$ cat config.mk
export PLATFORM = sky130hd
export DESIGN_NAME = melody_score_seq_n
export DESIGN_NICKNAME = d
export VERILOG_FILES = /design/src/rtl/melody_score_seq_n.sv
export SDC_FILE = /design/constraint.sdc
export NUM_CORES = 1
export LEC_CHECK = 0
export CAP_MARGIN = 5
export CORE_MARGIN = 2
export CORE_UTILIZATION = 31
export DETAILED_ROUTE_END_ITERATION = 10
export DONT_BUFFER_PORTS = 1
export GPL_TIMING_DRIVEN = 1
export PLACE_DENSITY = 0.51
export SLEW_MARGIN = 0
export SYNTH_ARGS = -nofsm -noshare
export SYNTH_HDL_FRONTEND = slang
export SYNTH_SLANG_ARGS = --single-unit
export TNS_END_PERCENT = 5
$ cat constraint.sdc
create_clock -name CK_i -period 3.4 [get_ports CK_i]
set_input_delay 0.68 -clock CK_i [delete_from_list [all_inputs] [get_ports CK_i]]
set_output_delay 0.68 -clock CK_i [all_outputs]
set_load 0.005 [all_outputs]
$ cat src/rtl/melody_score_seq_n.sv
// Score sequencer: steps an N-slot score from a sync ROM at a fixed tempo and writes
// note/divisor to each tone slot every beat. Optional transpose: MELODY_SEQ_TRANSPOSE_EN.
module melody_score_seq_n #(
  parameter int unsigned C_SLOT_N   = 2,
  parameter int unsigned C_SCORE_W  = 4,
  parameter int unsigned C_TEMPO_TC = 357,
  localparam int unsigned SW = (C_SLOT_N > 1) ? $clog2(C_SLOT_N) : 1
) (
  input  logic                    CK_i,
  input  logic                    XAR_i,
  input  logic                    TIMING_1ms_i,
  input  logic                    START_i,
  input  logic                    STOP_i,
  input  logic                    LOOP_i,
`ifdef MELODY_SEQ_TRANSPOSE_EN
  input  logic [4:0]              TRANSPOSE_i,
`endif
  output logic [SW+C_SCORE_W-1:0] SCORE_ADRs_o,
  input  logic [5:0]              SCORE_DATs_i,
  output logic                    tempo_o,
  output logic [7:0]              SLOT_divs_o,
  output logic                    SLOT_note_o,
  output logic [C_SLOT_N-1:0]     SLOTs_WT_REQ_o,
  output logic [C_SCORE_W-1:0]    STEP_o,
  output logic                    BUSY_o,
  output logic                    DONE_o
);

  localparam int unsigned TW = $clog2(C_TEMPO_TC);
  localparam logic [TW-1:0] TempoReload = TW'(C_TEMPO_TC - 1);
  localparam logic [SW-1:0] LastSlot = SW'(C_SLOT_N - 1);
  localparam logic [C_SCORE_W-1:0] LastStep = '1;

  // Equal-tempered divisors minus one, O4G+ (code 0) up to O7D+ (code 31).
  localparam logic [7:0] DivLut [32] = '{
    8'd240, 8'd226, 8'd214, 8'd202, 8'd190, 8'd180, 8'd169, 8'd160,
    8'd151, 8'd142, 8'd134, 8'd127, 8'd120, 8'd113, 8'd106, 8'd100,
    8'd95,  8'd89,  8'd84,  8'd79,  8'd75,  8'd71,  8'd67,  8'd63,
    8'd59,  8'd56,  8'd53,  8'd50,  8'd47,  8'd44,  8'd42,  8'd39
  };

  typedef enum logic [1:0] {StIdle, StArmed, StPlay} state_e;

  state_e                state_q, state_d;
  logic [TW-1:0]         ctr_q, ctr_d;
  logic                  arm_q, arm_d;
  logic [C_SCORE_W-1:0]  step_q, step_d;
  logic                  done_q, done_d;
  logic                  sw_q, sw_d;
  logic [SW-1:0]         slot_q, slot_d;
  logic                  v1_q, v1_d;
  logic [SW-1:0]         slot1_q;
  logic [C_SLOT_N-1:0]   wt_q, wt_d;
  logic [7:0]            divs_q, divs_d;
  logic                  note_q, note_d;
  logic                  tick, launch;
  logic [4:0]            code_eff;

  assign tick = TIMING_1ms_i & (ctr_q == '0);

`ifdef MELODY_SEQ_TRANSPOSE_EN
  logic signed [6:0] code_sum;
  always_comb begin
    code_sum = $signed({2'b00, SCORE_DATs_i[4:0]}) + $signed({{2{TRANSPOSE_i[4]}}, TRANSPOSE_i});
    if (code_sum < 0)            code_eff = 5'd0;
    else if (code_sum > 7'sd31)  code_eff = 5'd31;
    else                         code_eff = code_sum[4:0];
  end
`else
  assign code_eff = SCORE_DATs_i[4:0];
`endif

  always_comb begin
    ctr_d = ctr_q;
    if (TIMING_1ms_i) ctr_d = (ctr_q == '0) ? TempoReload : ctr_q - 1'b1;

    arm_d = arm_q;
    if (tick)    arm_d = 1'b0;
    if (START_i) arm_d = 1'b1;
    if (STOP_i)  arm_d = 1'b0;

    state_d = state_q;
    step_d  = step_q;
    done_d  = 1'b0;
    launch  = 1'b0;
    if (STOP_i) begin
      state_d = StIdle;
    end else begin
      unique case (state_q)
        StIdle:  if (START_i) state_d = StArmed;
        StArmed: if (tick) begin
          state_d = StPlay;
          step_d  = '0;
          launch  = 1'b1;
        end
        StPlay:  if (tick) begin
          launch = 1'b1;
          if (arm_q)                 step_d = '0;
          else if (step_q != LastStep) step_d = step_q + 1'b1;
          else if (LOOP_i)           step_d = '0;
          else begin
            // One-shot end: no dispatch for this beat.
            state_d = StIdle;
            done_d  = 1'b1;
            launch  = 1'b0;
          end
        end
        default: state_d = StIdle;
      endcase
    end

    sw_d   = sw_q;
    slot_d = slot_q;
    if (launch) begin
      sw_d   = 1'b1;
      slot_d = '0;
    end else if (sw_q) begin
      if (slot_q == LastSlot) begin
        sw_d   = 1'b0;
        slot_d = '0;
      end else begin
        slot_d = slot_q + 1'b1;
      end
    end
    if (STOP_i) begin
      sw_d   = 1'b0;
      slot_d = '0;
    end

    // ROM data for the slot addressed last clock is valid now; register the write.
    v1_d   = sw_q & ~STOP_i;
    wt_d   = '0;
    divs_d = divs_q;
    note_d = note_q;
    if (v1_q && !STOP_i) begin
      wt_d   = C_SLOT_N'(1) << slot1_q;
      divs_d = DivLut[code_eff];
      note_d = SCORE_DATs_i[5];
    end
  end

  always_ff @(posedge CK_i or negedge XAR_i) begin
    if (!XAR_i) begin
      state_q <= StIdle;
      ctr_q   <= '0;
      arm_q   <= 1'b0;
      step_q  <= '0;
      done_q  <= 1'b0;
      sw_q    <= 1'b0;
      slot_q  <= '0;
      v1_q    <= 1'b0;
      slot1_q <= '0;
      wt_q    <= '0;
      divs_q  <= '0;
      note_q  <= 1'b0;
    end else begin
      state_q <= state_d;
      ctr_q   <= ctr_d;
      arm_q   <= arm_d;
      step_q  <= step_d;
      done_q  <= done_d;
      sw_q    <= sw_d;
      slot_q  <= slot_d;
      v1_q    <= v1_d;
      slot1_q <= slot_q;
      wt_q    <= wt_d;
      divs_q  <= divs_d;
      note_q  <= note_d;
    end
  end

  assign SCORE_ADRs_o   = {slot_q, step_q};
  assign tempo_o        = tick;
  assign SLOT_divs_o    = divs_q;
  assign SLOT_note_o    = note_q;
  assign SLOTs_WT_REQ_o = wt_q;
  assign STEP_o         = step_q;
  assign BUSY_o         = (state_q != StIdle);
  assign DONE_o         = done_q;

endmodule

==> results.yml, run 1 <==
sta:
  final-setup-viol-count: 0
  fin_crit_ps: 2350
  rsz0062_at_grt: "false"
  slew_viol_final: 0
  setup_tns_ps: 0
  worst_pin_slew_ps: 546
  fin_skew_ps: 10.6
  period_share_pct: 69.1
  slew_headroom_pct: 63.3
  fmax_ghz: 0.426
  hold_violations: 0
drt:
  dr.first_iter.drc_count: 43
  via_count: 1460
  drc_errors: 0
  dr.pass1.iters: 4
  wl_per_cell_um: 14.6
  routed_via_density: 5.16
  wl_um: 4130
  ant_nets: 0
global_routing:
  grt_max_degree: 33
  use_met3_pct: 4.77
  antenna_found_initial: 0
  busiest_layer: "met2"
  grt_usage_pct: 12.7
  grt-ovfl-total: 0
  grtUsageMet1_pct: 16.5
  grt_first_pass_wirelength_um: 7320
  grt_pass1_vias: 1452
  grt_util_met2_pct: 19.4
setup_path:
  crit_required_ps: 2720
  cp_slowest_cell: "dfrtp_1"
  cp_cell_sequence: "inv_1 > ha_1 > nor4b_2 > nand3_2 > inv_2"
  worst-path-buf-inv: 2
  crit_arrival_ps: 1670
  critPathMaxStageDelay_ps: 380
  cpLargestDelayFamily: "simple AND/OR/NAND/NOR gates"
  crit_path_start_kind: "register"
  end_kind: "output pin"
  crit_type: "reg -> out"
  cp_max_fo: 8
floorplanning:
  dieHeight_um: 85.0
  coreArea_um2: 6350
  row_count: 29
  fp.dieW_um: 85.0
  ios: 35
  dieArea_um2: 7220
  initial_core_util_pct: 32.0
flow_run:
  maxCapViolations: 0
placed_design:
  dpl.hpwl_um: 3030
  dpl_cell_area_um2: 2050
  io_buffers: 0
  gp_congestion: 0.796
layout:
  insertedDiodeCount: 0
  drive_above_1_share_pct: 11.2
  final_area_um2: 2140
  fin_nets: 232
  area_growth_pct: 5.42
synthesis:
  synth_area_leaders: "dfrtp_1 39%, ha_1 9.2%, o21ai_0 5.4%"
  syn_area_per_cell_um2: 9.58
  synth_seq_area_share_pct: 39.4
  netlist_area_um2: 2030
  ys_warn_count: 0
  synth-main-ff-cell: "dfrtp_1"
  synth_top_area_share_pct: 39.4
  synth_cell_types: 54
  ys_ff_latch: 32
  syn-num-nets: 239
  synth-edff-count: 0
  synthArstFlopShare_pct: 100
  syn_inst: 212
  yosysTopAreaCell: "dfrtp_1"
clock_network:
  ctsHoldBuffers: 0
  cts_max_path_buffers: 2
  h-tree-depth: 2
  clk_pin_slew_ps: 80
  insertion_delay_ps: 290
  cts_tree: "done"
  numCtsBuffers: 5
  cts_root_buf: "clkbuf_8"
  cts_setup_buffers: 0
  cts_sinks: 32
  cts-resized-gates: 0
power_and_ir_drop:
  finalPower_mw: 1.09
  irDropWorstVdd_v: 0.000268
  power_density_nw_per_um2: 508
  leakagePower_nw: 0.921
min_path:
  hp-class: "in -> async"
run_status:
  status: "finished clean"
-- metal layers --
layer  wire, um  vias to the layer above
li1           -                      735
met1       1970                      693
met2       1880                       25
met3        230                        7
met4         54                        0
met5          0                        -
-- path summary, 6_finish.rpt --
| check | from | end | slack (ps) | depth (start not counted) |
|---|---|---|---|---|
| worst min register to register | slot1_q | SLOTs_WT_REQ_o[0] | 430 | 1 |
| worst min-delay path | XAR_i | STEP_o[2] | 80 | 0 |
| min in group CK_i | slot1_q | SLOTs_WT_REQ_o[0] | 430 | 1 |
| worst max-delay path | ctr_q[0] | tempo_o | 1050 | 5 |
| max in group asynchronous | XAR_i | ctr_q[6] | 3230 | 0 |
| worst max register to register | state_q[0] | STEP_o[3] | 1570 | 6 |
-- layout by cell type, fill, tap and decap left out, drive strengths merged, types with 5 or more instances in the layout --
master,Yosys,final
nand3,5,5
nor2,10,10
a21oi,9,9
nand2,19,19
o21ai,26,26
inv,8,8
dfrtp,32,32
nand2b,12,12
ha,15,15
nor2b,8,8
clkbuf,5,5
-- sequential cells by signal, indices dropped and copies added, names as in the netlist --
| signal | cells |
|---|---|
| DONE_o | 1 |
| SLOT_divs_o | 8 |
| SLOT_note_o | 1 |
| SLOTs_WT_REQ_o | 2 |
| STEP_o | 4 |
| arm_q | 1 |
| ctr_q | 9 |
| slot1_q | 1 |
| slot_q | 1 |
| state_q | 2 |
| sw_q | 1 |
| v1_q | 1 |
-- logic make-up after synthesis --
| family | after synthesis | share of synthesized area (%) |
|---|---|---|
| AOI/OAI and AO/OA | 55 | 16.5 |
| DFF | 32 | 39.4 |
| muxes | 5 | 4.31 |
| adders and majority gates | 15 | 9.24 |
| buffers and inverters | 22 | 5.36 |
| and+or+nand+nor | 79 | 23.5 |
| xor gates and xnor gates | 4 | 1.72 |
-- power by group --
group / switching (mW) / internal [mW] / leakage [nW]
Combinational: 0.133 / 0.127 / 0.459
Sequential: 0.0835 / 0.448 / 0.421
Clock: 0.152 / 0.145 / 0.0404
-- cells in the mapped netlist (3+ instances only) --
cell      count
nor2_1       10
buf_2         3
nand2b_1     12
nand2_1      19
or3_1         3
o21ai_0      22
buf_4         6
mux4_2        3
o22ai_1       3
dfrtp_1      32
nor2b_1       8
inv_1         7
clkbuf_1      5
nor3b_1       3
ha_1         15
o21ai_1       4
a21oi_1       9
nand3_1       4
-- layout make-up --
class	count	area [um^2]
Inverter	8	30.0
Sequential cell	32	801
Clock inverter	3	23.8
Multi-Input combinational cell	158	1120
Tap cell	77	96.3
Clock buffer	5	68.8
Fill cell	658	4210
-- metrics by stage --
step | utilization, % | cells | setup slack (ps) | hold WS, ps
6_report | 33.7 | 283 | 1050 | 78.6
5_1_grt | 33.7 | 283 | 907 | 55.5
4_1_cts | 33.7 | 283 | 1020 | 64.7
3_5_place_dp | 32.3 | 275 | 1330 | 385
3_3_place_gp | 32.3 | 275 | 1400 | 385
2_1_floorplan | - | 212 | 1520 | 384
No activity file was read; power rests on OpenSTA's default activity.
==> run 2: changes to the inputs <==
--- a/config.mk
+++ b/config.mk
@@ -11,7 +11,7 @@
 export DETAILED_ROUTE_END_ITERATION = 10
 export DONT_BUFFER_PORTS = 1
 export GPL_TIMING_DRIVEN = 1
-export PLACE_DENSITY = 0.51
+export PLACE_DENSITY = 0.52
 export SLEW_MARGIN = 0
 export SYNTH_ARGS = -nofsm -noshare
 export SYNTH_HDL_FRONTEND = slang
==> constraint.sdc (replaced) <==
create_clock -name CK_i -period 2 [get_ports CK_i]
set_input_delay 0.4 -clock CK_i [delete_from_list [all_inputs] [get_ports CK_i]]
set_output_delay 0.4 -clock CK_i [all_outputs]
set_load 0.005 [all_outputs]
==> results.yml, run 2 (synthesis gave the netlist of run 1 again) <==
layout:
  largest_reg_flops: 9
  area_growth_pct: 9.24
  fill_cells: 657
  drive_above_1_share_pct: 13.1
  fin_nets: 239
  layout_commonest_cell: "dfrtp_1"
  insertedDiodeCount: 0
  regArea_um2: 801
  multi_input_comb_area_um2: 1130
  layout_common_cells: "32 x dfrtp_1, 22 x o21ai_0, 19 x nand2_1"
  top_register: "ctr_q"
  fin_cells: 290
  final_core_util_pct: 35.0
setup_path:
  reg2reg_slack_ps: 290
  crit_arrival_ps: 1500
  cp_max_fo: 6
  crit_type: "reg -> out"
  crit_required_ps: 1600
  crit_path_start_kind: "register"
  end_kind: "output pin"
placed_design:
  io_buffers: 0
  gp_congestion: 0.817
  dpl.hpwl_um: 3010
  place_inst: 280
clock_network:
  numCtsBuffers: 5
  insertion_delay_ps: 290
  clk_pin_slew_ps: 70
  cts_max_path_buffers: 2
  cts_tree: "done"
  h-tree-depth: 2
  cts_root_buf: "clkbuf_8"
  cts_sinks: 32
sta:
  fin_skew_ps: 11.2
  worst_pin_slew_ps: 579
  fmax_ghz: 0.527
  hold_violations: 0
  period_share_pct: 94.9
  slew_headroom_pct: 61.1
  final-setup-viol-count: 0
  fin_crit_ps: 1900
  slew_viol_final: 0
power_and_ir_drop:
  comb_power_share_pct: 24.8
  p_int_mw: 1.27
  seq_power_share_pct: 47.8
  leakagePower_nw: 0.966
  clock_power_share_pct: 27.4
  irDropWorstVdd_v: 0.000289
  switching_share_pct: 33.2
  power_density_nw_per_um2: 860
  p_sw_uw: 634
floorplanning:
  dieHeight_um: 85.0
  initial_core_util_pct: 32.0
  row_count: 29
  dieArea_um2: 7220
  fp.dieW_um: 85.0
  coreArea_um2: 6350
  ios: 35
drt:
  drc_errors: 0
  wl_per_cell_um: 14.4
  wl_um: 4180
  dr.first_iter.drc_count: 81
  dr.pass1.iters: 4
  routed_via_density: 5.14
  via_count: 1490
  ant_nets: 0
global_routing:
  grt_pass1_vias: 1496
  use_met3_pct: 4.57
  busiest_layer: "met2"
  grt_max_degree: 33
  grtUsageMet1_pct: 17.1
  grt_usage_pct: 12.6
  antenna_found_initial: 0
  grt_first_pass_wirelength_um: 7370
  grt_util_met2_pct: 18.3
  grt-ovfl-total: 0
min_path:
  hp-class: "in -> reg"
flow_run:
  maxCapViolations: 0
run_status:
  status: "finished clean"
## run 2: cell types whose count changed in the layout (fill, tap and decap cells not counted), sizes merged
cell	delta
clkbuf	+2
buf	+6
clkinvlp	-1
dlygate4sd3	+1
clkinv	-1
## run 2: worst paths after layout
path,endpoint,start,cells past startpoint
min in group asynchronous,STEP_o[1],XAR_i,2
max,tempo_o,ctr_q[0],5
max reg2reg,STEP_o[3],state_q[0],6
min reg2reg,SLOTs_WT_REQ_o[0],slot1_q,1
max in group asynchronous,ctr_q[4],XAR_i,2
min,arm_q,STOP_i,1
## run 2: what timing repair did
item	4_1_cts	5_1_grt
setup endpoints to repair	0	1
gates resized for setup	0	1
hold buffers	2	0
endpoints found under the hold margin	32	0
buffers inserted	0	0
## run 2: power groups by stage
| stage | clock (mW) | combinational, mW | sequential, mW |
|---|---|---|---|
| finish | 0.523 | 0.473 | 0.913 |
| detailed placement | 0 | 0.447 | 0.915 |
| floorplan | 0 | 0.389 | 0.884 |
| global placement | 0 | 0.444 | 0.916 |
| global route | 0.578 | 0.549 | 0.934 |
| CTS | 0.546 | 0.471 | 0.905 |
## run 2: critical path, cell delays in order, from the launching register on
cell and delay (ps):
dfrtp_1 380, inv_1 110, ha_1 160, nor4b_4 260, nand3_2 130, inv_2 170
## run 2: layout make-up
cell class              count  area share [%]
clock buffers               7            3.89
clock inverters             1           0.338
inverters                   8            1.35
multi-input cells         158            51.0
flip-flops and latches     32            36.1
well taps                  77            4.34
repair buffers              7            3.04
## run 2: layer usage
| layer | vias up | routed length [um] |
|---|---|---|
| met3 | 7 | 255 |
| met1 | 705 | 1970 |
| met5 | - | 0 |
| li1 | 748 | - |
| met4 | 0 | 95 |
| met2 | 30 | 1860 |
## run 2: stage by stage
| stage | TNS [ps] | power (mW) | setup slack, ps | hold slack (ps) | area (um^2) |
|---|---|---|---|---|---|
| after global placement | 0 | 1.36 | 291 | 105 | 2090 |
| final | 0 | 1.91 | 102 | 167 | 2220 |
| after CTS | 0 | 1.92 | 22.6 | 156 | 2210 |
| after detailed placement | 0 | 1.36 | 266 | 105 | 2090 |
| after global routing | -2.76 | 2.06 | -2.76 | 156 | 2220 |
| after floorplan | 0 | 1.27 | 381 | 104 | 2030 |
